`src/rtl/imem_loader_pkg.sv`:
```
// Shared types and constants for the instruction-memory boot loader.
//
// Contents:
//   state_e        loader FSM states
//   LEN_W          width of the word-count field in the frame header
//   BYTES_PER_WORD bytes assembled into one instruction word
//   is_busy_state  true for the states in which a load session is active

package imem_loader_pkg;

    typedef enum logic [2:0] {
        IDLE,
        WAIT_LEN0,
        WAIT_LEN1,
        DATA,
        WAIT_CHK,
        DONE,
        ERR
    } state_e;

    localparam int unsigned LEN_W          = 16;
    localparam int unsigned BYTES_PER_WORD = 4;

    // States in which the loader accepts stream bytes and reports busy.
    function automatic logic is_busy_state(state_e s);
        return (s == WAIT_LEN0) || (s == WAIT_LEN1) || (s == DATA) || (s == WAIT_CHK);
    endfunction

endpackage

```
`src/rtl/imem_loader_word_assembler.sv`:
```
// Little-endian byte-to-word assembler for the boot loader.
//
// Collects BYTES_PER_WORD bytes, least-significant first. The first three
// bytes sit in a shift holding register; when the final byte arrives the
// complete word is presented combinationally together with word_valid.
//
// Ports:
//   clk        in   system clock
//   rst_n      in   synchronous active-low reset
//   clear      in   restart assembly at byte lane 0 (new session)
//   byte_valid in   byte_data is accepted this cycle
//   byte_data  in   stream byte
//   word_valid out  byte_data completes a word this cycle
//   word       out  {byte_data, held bytes}, valid with word_valid

module imem_loader_word_assembler
    import imem_loader_pkg::*;
(
    input  logic        clk,
    input  logic        rst_n,
    input  logic        clear,
    input  logic        byte_valid,
    input  logic [7:0]  byte_data,
    output logic        word_valid,
    output logic [31:0] word
);

    localparam int unsigned CNT_W  = $clog2(BYTES_PER_WORD);
    localparam int unsigned HOLD_W = 8 * (BYTES_PER_WORD - 1);

    logic [CNT_W-1:0]  byte_cnt_q, byte_cnt_d;
    logic [HOLD_W-1:0] hold_q, hold_d;

    assign word_valid = byte_valid && (byte_cnt_q == CNT_W'(BYTES_PER_WORD - 1));
    assign word       = {byte_data, hold_q};

    always_comb begin
        byte_cnt_d = byte_cnt_q;
        hold_d     = hold_q;
        if (clear) begin
            byte_cnt_d = '0;
            hold_d     = '0;
        end else if (byte_valid) begin
            // Lane counter wraps to 0 after the last byte of a word.
            byte_cnt_d = byte_cnt_q + CNT_W'(1);
            // Newest byte enters at the top so the oldest ends up lowest.
            hold_d     = {byte_data, hold_q[HOLD_W-1:8]};
        end
    end

    always_ff @(posedge clk) begin
        if (!rst_n) begin
            byte_cnt_q <= '0;
            hold_q     <= '0;
        end else begin
            byte_cnt_q <= byte_cnt_d;
            hold_q     <= hold_d;
        end
    end

endmodule

```
`src/rtl/imem_loader.sv`:
```
// Boot-time instruction-memory loader.
//
// Accepts a framed byte stream (LEN_LO, LEN_HI, 4*N payload bytes, CHK),
// writes each assembled little-endian word to the instruction RAM and keeps
// the core in reset until the whole program has loaded and the XOR checksum
// has matched.
//
// Ports:
//   clk        in   system clock, rising edge
//   rst_n      in   synchronous active-low reset
//   start      in   single-cycle request to begin a load session
//   rx_data    in   stream byte
//   rx_valid   in   rx_data is valid
//   rx_ready   out  loader can accept a byte (registered)
//   we         out  instruction-memory write enable, one-cycle pulse per word
//   waddr      out  word index written
//   wdata      out  instruction word {b3,b2,b1,b0}
//   busy       out  load session in progress
//   done       out  load complete and checksum matched (sticky)
//   error      out  length error or checksum mismatch (sticky)
//   core_rst_n out  active-low core reset, released only in DONE

module imem_loader
    import imem_loader_pkg::*;
#(
    parameter int unsigned ADDR_W    = 8,
    parameter int unsigned MAX_WORDS = 2 ** ADDR_W
) (
    input  logic              clk,
    input  logic              rst_n,
    input  logic              start,
    input  logic [7:0]        rx_data,
    input  logic              rx_valid,
    output logic              rx_ready,
    output logic              we,
    output logic [ADDR_W-1:0] waddr,
    output logic [31:0]       wdata,
    output logic              busy,
    output logic              done,
    output logic              error,
    output logic              core_rst_n
);

    state_e             state_q, state_d;
    logic [LEN_W-1:0]   len_q, len_d;
    logic [LEN_W-1:0]   word_cnt_q, word_cnt_d;
    logic [7:0]         chk_q, chk_d;
    logic               we_q, we_d;
    logic [ADDR_W-1:0]  waddr_q, waddr_d;
    logic [31:0]        wdata_q, wdata_d;
    logic               rx_ready_q, rx_ready_d;
    logic               busy_q, busy_d;
    logic               done_q, done_d;
    logic               error_q, error_d;
    logic               core_rst_n_q, core_rst_n_d;

    logic               accept;
    logic               start_ok;
    logic [LEN_W-1:0]   len_full;
    logic               len_too_big;
    logic               last_word;
    logic               asm_valid;
    logic               word_valid;
    logic [31:0]        word;

    assign accept   = rx_valid && rx_ready_q;
    // start is only honoured outside a session.
    assign start_ok = start && ((state_q == IDLE) || (state_q == DONE) || (state_q == ERR));

    // Full length as it becomes known on the LEN_HI handshake.
    assign len_full    = {rx_data, len_q[7:0]};
    assign len_too_big = {1'b0, len_full} > (LEN_W + 1)'(MAX_WORDS);
    assign last_word   = (word_cnt_q == (len_q - LEN_W'(1)));

    assign asm_valid = accept && (state_q == DATA);

    imem_loader_word_assembler u_word_assembler (
        .clk        (clk),
        .rst_n      (rst_n),
        .clear      (start_ok),
        .byte_valid (asm_valid),
        .byte_data  (rx_data),
        .word_valid (word_valid),
        .word       (word)
    );

    always_comb begin
        state_d      = state_q;
        len_d        = len_q;
        word_cnt_d   = word_cnt_q;
        chk_d        = chk_q;
        we_d         = 1'b0;
        waddr_d      = waddr_q;
        wdata_d      = wdata_q;
        done_d       = done_q;
        error_d      = error_q;
        core_rst_n_d = core_rst_n_q;

        unique case (state_q)
            IDLE, DONE, ERR: begin
                if (start_ok) begin
                    state_d      = WAIT_LEN0;
                    len_d        = '0;
                    word_cnt_d   = '0;
                    chk_d        = '0;
                    done_d       = 1'b0;
                    error_d      = 1'b0;
                    core_rst_n_d = 1'b0;
                end
            end

            WAIT_LEN0: begin
                if (accept) begin
                    len_d   = LEN_W'(rx_data);
                    chk_d   = chk_q ^ rx_data;
                    state_d = WAIT_LEN1;
                end
            end

            WAIT_LEN1: begin
                if (accept) begin
                    len_d = len_full;
                    chk_d = chk_q ^ rx_data;
                    if (len_too_big) begin
                        state_d = ERR;
                        error_d = 1'b1;
                    end else if (len_full == '0) begin
                        state_d = WAIT_CHK;
                    end else begin
                        state_d = DATA;
                    end
                end
            end

            DATA: begin
                if (accept) begin
                    chk_d = chk_q ^ rx_data;
                    if (word_valid) begin
                        we_d       = 1'b1;
                        waddr_d    = word_cnt_q[ADDR_W-1:0];
                        wdata_d    = word;
                        word_cnt_d = word_cnt_q + LEN_W'(1);
                        // The CHK byte may arrive while the last write is on the port.
                        if (last_word) begin
                            state_d = WAIT_CHK;
                        end
                    end
                end
            end

            WAIT_CHK: begin
                if (accept) begin
                    if (rx_data == chk_q) begin
                        state_d      = DONE;
                        done_d       = 1'b1;
                        core_rst_n_d = 1'b1;
                    end else begin
                        state_d = ERR;
                        error_d = 1'b1;
                    end
                end
            end

            default: begin
                state_d = IDLE;
            end
        endcase

        // Handshake and busy flags are registered from the next state so that
        // rx_ready has no combinational path from rx_valid.
        rx_ready_d = is_busy_state(state_d);
        busy_d     = is_busy_state(state_d);
    end

    always_ff @(posedge clk) begin
        if (!rst_n) begin
            state_q      <= IDLE;
            len_q        <= '0;
            word_cnt_q   <= '0;
            chk_q        <= '0;
            we_q         <= 1'b0;
            waddr_q      <= '0;
            wdata_q      <= '0;
            rx_ready_q   <= 1'b0;
            busy_q       <= 1'b0;
            done_q       <= 1'b0;
            error_q      <= 1'b0;
            core_rst_n_q <= 1'b0;
        end else begin
            state_q      <= state_d;
            len_q        <= len_d;
            word_cnt_q   <= word_cnt_d;
            chk_q        <= chk_d;
            we_q         <= we_d;
            waddr_q      <= waddr_d;
            wdata_q      <= wdata_d;
            rx_ready_q   <= rx_ready_d;
            busy_q       <= busy_d;
            done_q       <= done_d;
            error_q      <= error_d;
            core_rst_n_q <= core_rst_n_d;
        end
    end

    assign rx_ready   = rx_ready_q;
    assign we         = we_q;
    assign waddr      = waddr_q;
    assign wdata      = wdata_q;
    assign busy       = busy_q;
    assign done       = done_q;
    assign error      = error_q;
    assign core_rst_n = core_rst_n_q;

endmodule

```
`config.mk`:
```
export PLATFORM = sky130hd
export DESIGN_NAME = imem_loader
export DESIGN_NICKNAME = d
export VERILOG_FILES = /design/src/rtl/imem_loader_pkg.sv /design/src/rtl/imem_loader_word_assembler.sv /design/src/rtl/imem_loader.sv
export SDC_FILE = /design/constraint.sdc
export NUM_CORES = 1
export LEC_CHECK = 0
export BUFFER_PORTS_ARGS = -buffer_cell sky130_fd_sc_hd__buf_2
export CORE_UTILIZATION = 55
export DETAILED_ROUTE_END_ITERATION = 8
export MAX_ROUTING_LAYER = met4
export PLACE_DENSITY = 0.83
export SLEW_MARGIN = 25
export SYNTH_ARGS = -nofsm -noshare
export SYNTH_HDL_FRONTEND = slang
export SYNTH_SLANG_ARGS = --single-unit
```
`constraint.sdc`:
```
create_clock -name clk -period 2.9 [get_ports clk]
set_input_delay 0 -clock clk [delete_from_list [all_inputs] [get_ports clk]]
set_output_delay 0 -clock clk [all_outputs]
set_load 0.01 [all_outputs]
```
==> reports/qor.csv, run 1 <==
metric,value,unit
Yosys top cell by area,dfxtp_1,
placed inst area,0.00551,sq mm
ys flop type,dfxtp_1,
Tot Pwr,3950,uW
Vias,4972,
Tot GR Track Use,0.292,
crit path cell chain,or3_4 > or3_1 > xnor2_1 > a2111oi_0 > o2111ai_2 > o31ai_2 > a21oi_1,
Syn Inst Count,675,
H-tree depth,4,
HPWL Detailed,8890,um
drt wl/cell,15.4,um
cells on worst reg2reg path,7,
Layout area overhead,19.4,%
minimum clock period,2.64,ns
die area,0.00980,sq mm
Startpoint Class,register,
first-pass GRT wire length,21900,um
DRT Pass-1 Iters,5,
final setup TNS,0,ns
Pwr Density,639,mW/mm^2
dpl ws,0.274,ns
"commonest non-fill, non-tap cell in the layout",nand2_1,
core footprint,0.00920,sq mm
mapped cell area,0.00518,sq mm
worst relative slew slack,0.531,
GR Overflow Total,0,
most frequent cells in the layout,"nand2_1 (163), dfxtp_1 (113), a21oi_1 (97)",
die height,99.0,um
final worst slack,0.256,ns
Least-Margin Pin Slew,0.702,ns
CP Capture Type,register,
Mean Syn Cell Area,7.67,sq um
Skew-Pair Late Insertion Delay,0.52,ns
CTS max path bufs,2,
RSZ-0062 raised after global routing,no,
post-synth top area share,0.437,
nets,746,
WL final,13200,um
CTS tree,yes,
Root Buffer,clkbuf_8,
vias in the first global route,4649,
post-synthesis net count,690,
Max Cap Viol,0,
Slew Limit Fails,0,
Hold WC Path Type,in -> reg,
"Slowest-stage cell, CP",a2111oi_0,
Worst path max stage delay,0.54,ns
required time worst endpoint,3.27,ns
period utilisation layout,0.912,
Setup Buffers After CTS,0,
register bit total from synthesis,113,
Max IR drop VDD,0.504,mV
CP arrival,3.01,ns
initial antenna violation count,0,
Ant. Diodes,0,
Fin Hold WS,0.0571,ns
DRC Markers,0,
Synth cell types,55,
clock skew,0.00807,ns
Hold Path Depth,4,
share of layout cells above drive strength 1,0.149,
Detail Route Antenna Nets,0,
synth top area cells,"dfxtp_1 (44%), nand2_1 (12%), a21oi_1 (9.4%)",
CTS sink cnt,113,
Fin. Hold Viols,0,
fraction of registers with async set/reset,0,
Setup CP Type,reg -> reg,
Synth warnings,0,
Initial Util,0.563,
Post-synth EDFFs,0,
"Setup violations, final",0,
Clock transition at path regs,0.06,ns
Layout fillers,785,
initial drt markers,260,
cell area after layout,0.00618,sq mm
Port Buffer Count,57,
Max Fanout on Critical Path,6,
vias per cell,5.82,
LEAKAGE,0.00226,uW
pin count of the biggest net entering global routing,40,
cts bufs inserted,17,
register area share after synthesis,0.437,
io pins,58,
outcome,"complete, no violations",
RePlAce Congestion,0.887,
row cnt,35,
Peak Freq,0.378,GHz
Die X,99.0,um
[report_power, final]
group / leakage (uW) / total, uW / internal (uW) / switching [uW]
sequential: 0.000911 / 1580 / 1560 / 18.7
clock: 0.000284 / 2030 / 1180 / 849
combinational: 0.00107 / 334 / 122 / 212
[cell usage after synthesis, types with 3 or more instances]
cell type	count
a21o_1	4
a21oi_1	97
a22oi_1	11
and3_1	7
buf_1	4
buf_2	6
clkbuf_1	28
dfxtp_1	113
ha_1	3
inv_1	18
nand2_1	163
nand2b_1	4
nand3_1	26
nand3b_1	4
nand4_1	6
nor2_1	40
nor2b_1	13
nor3_1	14
nor4_1	5
o211ai_1	5
o21a_1	3
o21ai_0	19
o22ai_1	4
or3_1	8
xnor2_1	19
xor2_1	10
[final cells by class]
cell class | instances | area, sq um | area share
Sequential cell | 113 | 2260 | 0.366
Tap cell | 111 | 139 | 0.0225
Timing Repair Buffer | 78 | 465 | 0.0753
Clock buffer | 17 | 414 | 0.0670
Clock inverter | 15 | 164 | 0.0265
Inverter | 19 | 71.3 | 0.0115
Multi-Input combinational cell | 502 | 2670 | 0.431
[stage by stage]
step                      std cells   util
after floorplan                 675      -
after global placement          814  0.600
after detailed placement        814  0.600
after CTS                       855  0.672
after global routing            855  0.672
final                           855  0.672
[per-layer routing]
layer | global-route usage | wire, um | vias up
met2 | 0.475 | 6410 | 170
met4 | 0.102 | 204 | 0
met3 | 0.0645 | 741 | 19
met1 | 0.357 | 5840 | 2351
li1 | - | - | 2432
met5 | - | 0 | -
[sequential cells by signal, indices dropped and copies added (netlist names), 2 cells and up]
register / cells
chk_q: 8
len_q: 16
state_q: 3
u_word_assembler.byte_cnt_q: 2
u_word_assembler.hold_q: 24
waddr: 8
wdata: 32
word_cnt_q: 16
[critical path: cells and delay by family (launching register included)]
family	cells	cell delay, ns
compound gates	4	1.18
xor+xnor	1	0.14
flops	1	0.36
simple gates	2	0.81
[path summary, 6_finish.rpt]
path | start | to | slack (ns)
worst max-delay path | len_q[0]$_SDFFE_PN0P_ | state_q[1]$_SDFF_PN0_ | 0.26
worst min-delay path | start | word_cnt_q[0]$_SDFFE_PN0P_ | 0.06
worst max register to register | len_q[0]$_SDFFE_PN0P_ | state_q[1]$_SDFF_PN0_ | 0.26
worst min register to register | wdata[6]$_SDFFE_PN0P_ | wdata[6]$_SDFFE_PN0P_ | 0.45
[logic make-up (layout without fill, tap and decap cells)]
family | after synthesis | after routing | share of synthesized area
flops | 113 | 113 | 0.437
fa+ha+maj | 3 | 3 | 0.00725
compound gates | 166 | 166 | 0.190
buf+inv | 60 | 129 | 0.0479
xor+xnor | 29 | 29 | 0.0491
simple gates | 304 | 304 | 0.269
[what timing repair did]
| action | CTS | global route |
|---|---|---|
| resized for setup | 0 | 0 |
| hold buffers | 9 | 0 |
| hold endpoints to repair | 33 | 0 |
(Power assumes the default switching activity.)
==> inputs of run 2 (changes only) <==
Settings changed: MAX_ROUTING_LAYER met4 to default.
==> reports/qor.csv, run 2 (synthesized netlist as in run 1, its figures left out) <==
metric,value,unit,change
vias per cell,5.80,,was 5.82
reg2reg end,state_q[0]$_SDFF_PN0_,,was state_q[1]$_SDFF_PN0_
cells on worst reg2reg path,7,,unchanged
CP arrival,2.94,ns,was 3.01 ns
die area,0.00980,sq mm,unchanged
Inst Count DP,814,,unchanged
Internal Power,3020,uW,was 2870 uW
Clock transition at path regs,0.06,ns,about the same
first-pass GRT wire length,22500,um,was 21900 um
minimum clock period,2.55,ns,was 2.64 ns
Hold WC Path Type,in -> reg,,unchanged
HPWL Detailed,8600,um,was 8890 um
most frequent cells in the layout,"nand2_1 (163), dfxtp_1 (113), a21oi_1 (97)",,unchanged
cell area after layout,0.00622,sq mm,was 0.00618 sq mm
Layout area overhead,20.1,%,was 19.4%
CTS max path bufs,2,,unchanged
"setup slack, reg-to-reg",0.35,ns,was 0.26 ns
Skew-Pair Late Insertion Delay,0.53,ns,was 0.52 ns
required time worst endpoint,3.29,ns,was 3.27 ns
Setup Buffers After CTS,0,,unchanged
die height,99.0,um,unchanged
row cnt,35,,unchanged
Setup CP Type,reg -> reg,,unchanged
CTS sink cnt,113,,unchanged
DRT Pass-1 Iters,4,,was 5
pin count of the biggest net entering global routing,45,,was 40
H-tree depth,4,,unchanged
post-cts resize count,0,,unchanged
Detail Route Antenna Nets,0,,unchanged
io pins,58,,unchanged
Initial Util,0.563,,unchanged
clock skew,0.00946,ns,was 0.00807 ns
nets,746,,unchanged
"Setup violations, final",0,,unchanged
placed inst area,0.00551,sq mm,unchanged
period utilisation layout,0.880,,was 0.912
cts bufs inserted,17,,unchanged
final setup TNS,0,ns,unchanged
Max Fanout on Critical Path,6,,unchanged
vias in the first global route,4822,,was 4649
NetSw,1050,uW,was 1080 uW
GR Overflow Total,0,,unchanged
Startpoint Class,register,,unchanged
Logic pwr share,0.083,,was 0.085
final std cells w/o fill,855,,unchanged
CTS tree,yes,,unchanged
Tot GR Track Use,0.291,,was 0.292
Least-Margin Pin Slew,0.802,ns,was 0.702 ns
Port Buffer Count,57,,unchanged
Fin. Hold Viols,0,,unchanged
Pwr Density,656,mW/mm^2,was 639 mW/mm^2
R2R Path Start,len_q[0]$_SDFFE_PN0P_,,unchanged
LEAKAGE,0.00228,uW,was 0.00226 uW
Die X,99.0,um,unchanged
Max IR drop VDD,0.463,mV,was 0.504 mV
core footprint,0.00920,sq mm,unchanged
Peak Freq,0.392,GHz,was 0.378 GHz
Switching Share,0.258,,was 0.274
part of the power in the clock network,0.529,,was 0.514
worst relative slew slack,0.465,,was 0.531
share of layout cells above drive strength 1,0.149,,unchanged
outcome,"complete, no violations",,unchanged
RSZ-0062 raised after global routing,no,,unchanged
Max Cap Viol,0,,unchanged
drt wl/cell,15.7,um,was 15.4 um
DRC Markers,0,,unchanged
hold path endpoint,word_cnt_q[0]$_SDFFE_PN0P_,,unchanged
WL final,13500,um,was 13200 um
RePlAce Congestion,0.855,,was 0.887
Vias,4962,,was 4972
initial antenna violation count,0,,unchanged
Ant. Diodes,0,,unchanged
Slew Limit Fails,0,,unchanged
initial drt markers,255,,was 260
CP Capture Type,register,,unchanged
max reg flops,32,,unchanged
Hold Path Depth,4,,unchanged
Reg power frac,0.388,,was 0.401
worst hold start,start,,unchanged
Finished Core Util,0.676,,was 0.672
Root Buffer,clkbuf_8,,unchanged
"commonest non-fill, non-tap cell in the layout",nand2_1,,unchanged
==> run 2: changes by cell type in the layout (fill, tap and decap cells not counted), sizes merged <==
cell | before | now
clkinv | 2 | 4
inv | 30 | 26
bufinv | 1 | 3
==> run 2: what timing repair did <==
| item | 4_1_cts | 5_1_grt |
|---|---|---|
| hold endpoints to repair | 33 | 0 |
| hold buffers | 9 | 0 |
| endpoints found under the setup margin | 0 | 0 |
==> run 2: final cells by class <==
type / instances / area, sq um
inverters: 19 / 71.3
flip-flops and latches: 113 / 2260
fillers: 757 / 2980
well taps: 111 / 139
clock inverters: 15 / 198
repair buffers: 78 / 465
clock buffers: 17 / 414
multi-input cells: 502 / 2670
==> run 2: per-layer routing <==
| layer | vias to the layer above | wire length, um | GRT usage |
|---|---|---|---|
| li1 | 2434 | - | - |
| met1 | 2335 | 5900 | 0.355 |
| met2 | 159 | 6450 | 0.482 |
| met3 | 34 | 733 | 0.0589 |
| met4 | 0 | 367 | 0.156 |
| met5 | - | 0 | 0 |
==> run 2: how the worst max path moves through the flow <==
stage | from | end | slack [ns] | cells after the start
final | len_q[0]$_SDFFE_PN0P_ | state_q[0]$_SDFF_PN0_ | 0.35 | 7
after global routing | len_q[0]$_SDFFE_PN0P_ | busy$_SDFF_PN0_ | 0.07 | 9
after CTS | len_q[0]$_SDFFE_PN0P_ | state_q[0]$_SDFF_PN0_ | 0.32 | 7
after detailed placement | len_q[0]$_SDFFE_PN0P_ | state_q[0]$_SDFF_PN0_ | 0.34 | 7
after global placement | len_q[0]$_SDFFE_PN0P_ | state_q[0]$_SDFF_PN0_ | 0.39 | 7
after floorplan | len_q[2]$_SDFFE_PN0P_ | state_q[0]$_SDFF_PN0_ | 0.56 | 8
==> run 2: worst max-delay path, stage by stage, from the launching register on <==
cell and delay [ns]:
dfxtp_1 0.37, or3_4 0.45, or3_1 0.35, xnor2_1 0.13, a2111oi_0 0.53, o2111ai_2 0.23
o31ai_2 0.26, a21oi_1 0.10
==> run 2: power groups by stage <==
stage,Clock [uW],Sequential (uW),Combinational (uW)
6_report,2160,1580,338
5_1_grt,2240,1580,369
4_1_cts,2170,1580,332
3_5_place_dp,0,1620,318
3_3_place_gp,0,1620,310
2_1_floorplan,0,1610,238
==> run 2: per-stage QoR <==
| stage | hold slack [ns] | power (uW) | worst slack [ns] |
|---|---|---|---|
| 2_1_floorplan | 0.118 | 1850 | 0.564 |
| 3_3_place_gp | 0.269 | 1930 | 0.392 |
| 3_5_place_dp | 0.285 | 1930 | 0.335 |
| 4_1_cts | 0.0296 | 4090 | 0.321 |
| 5_1_grt | 0.0736 | 4190 | 0.0742 |
| 6_report | 0.0612 | 4080 | 0.348 |
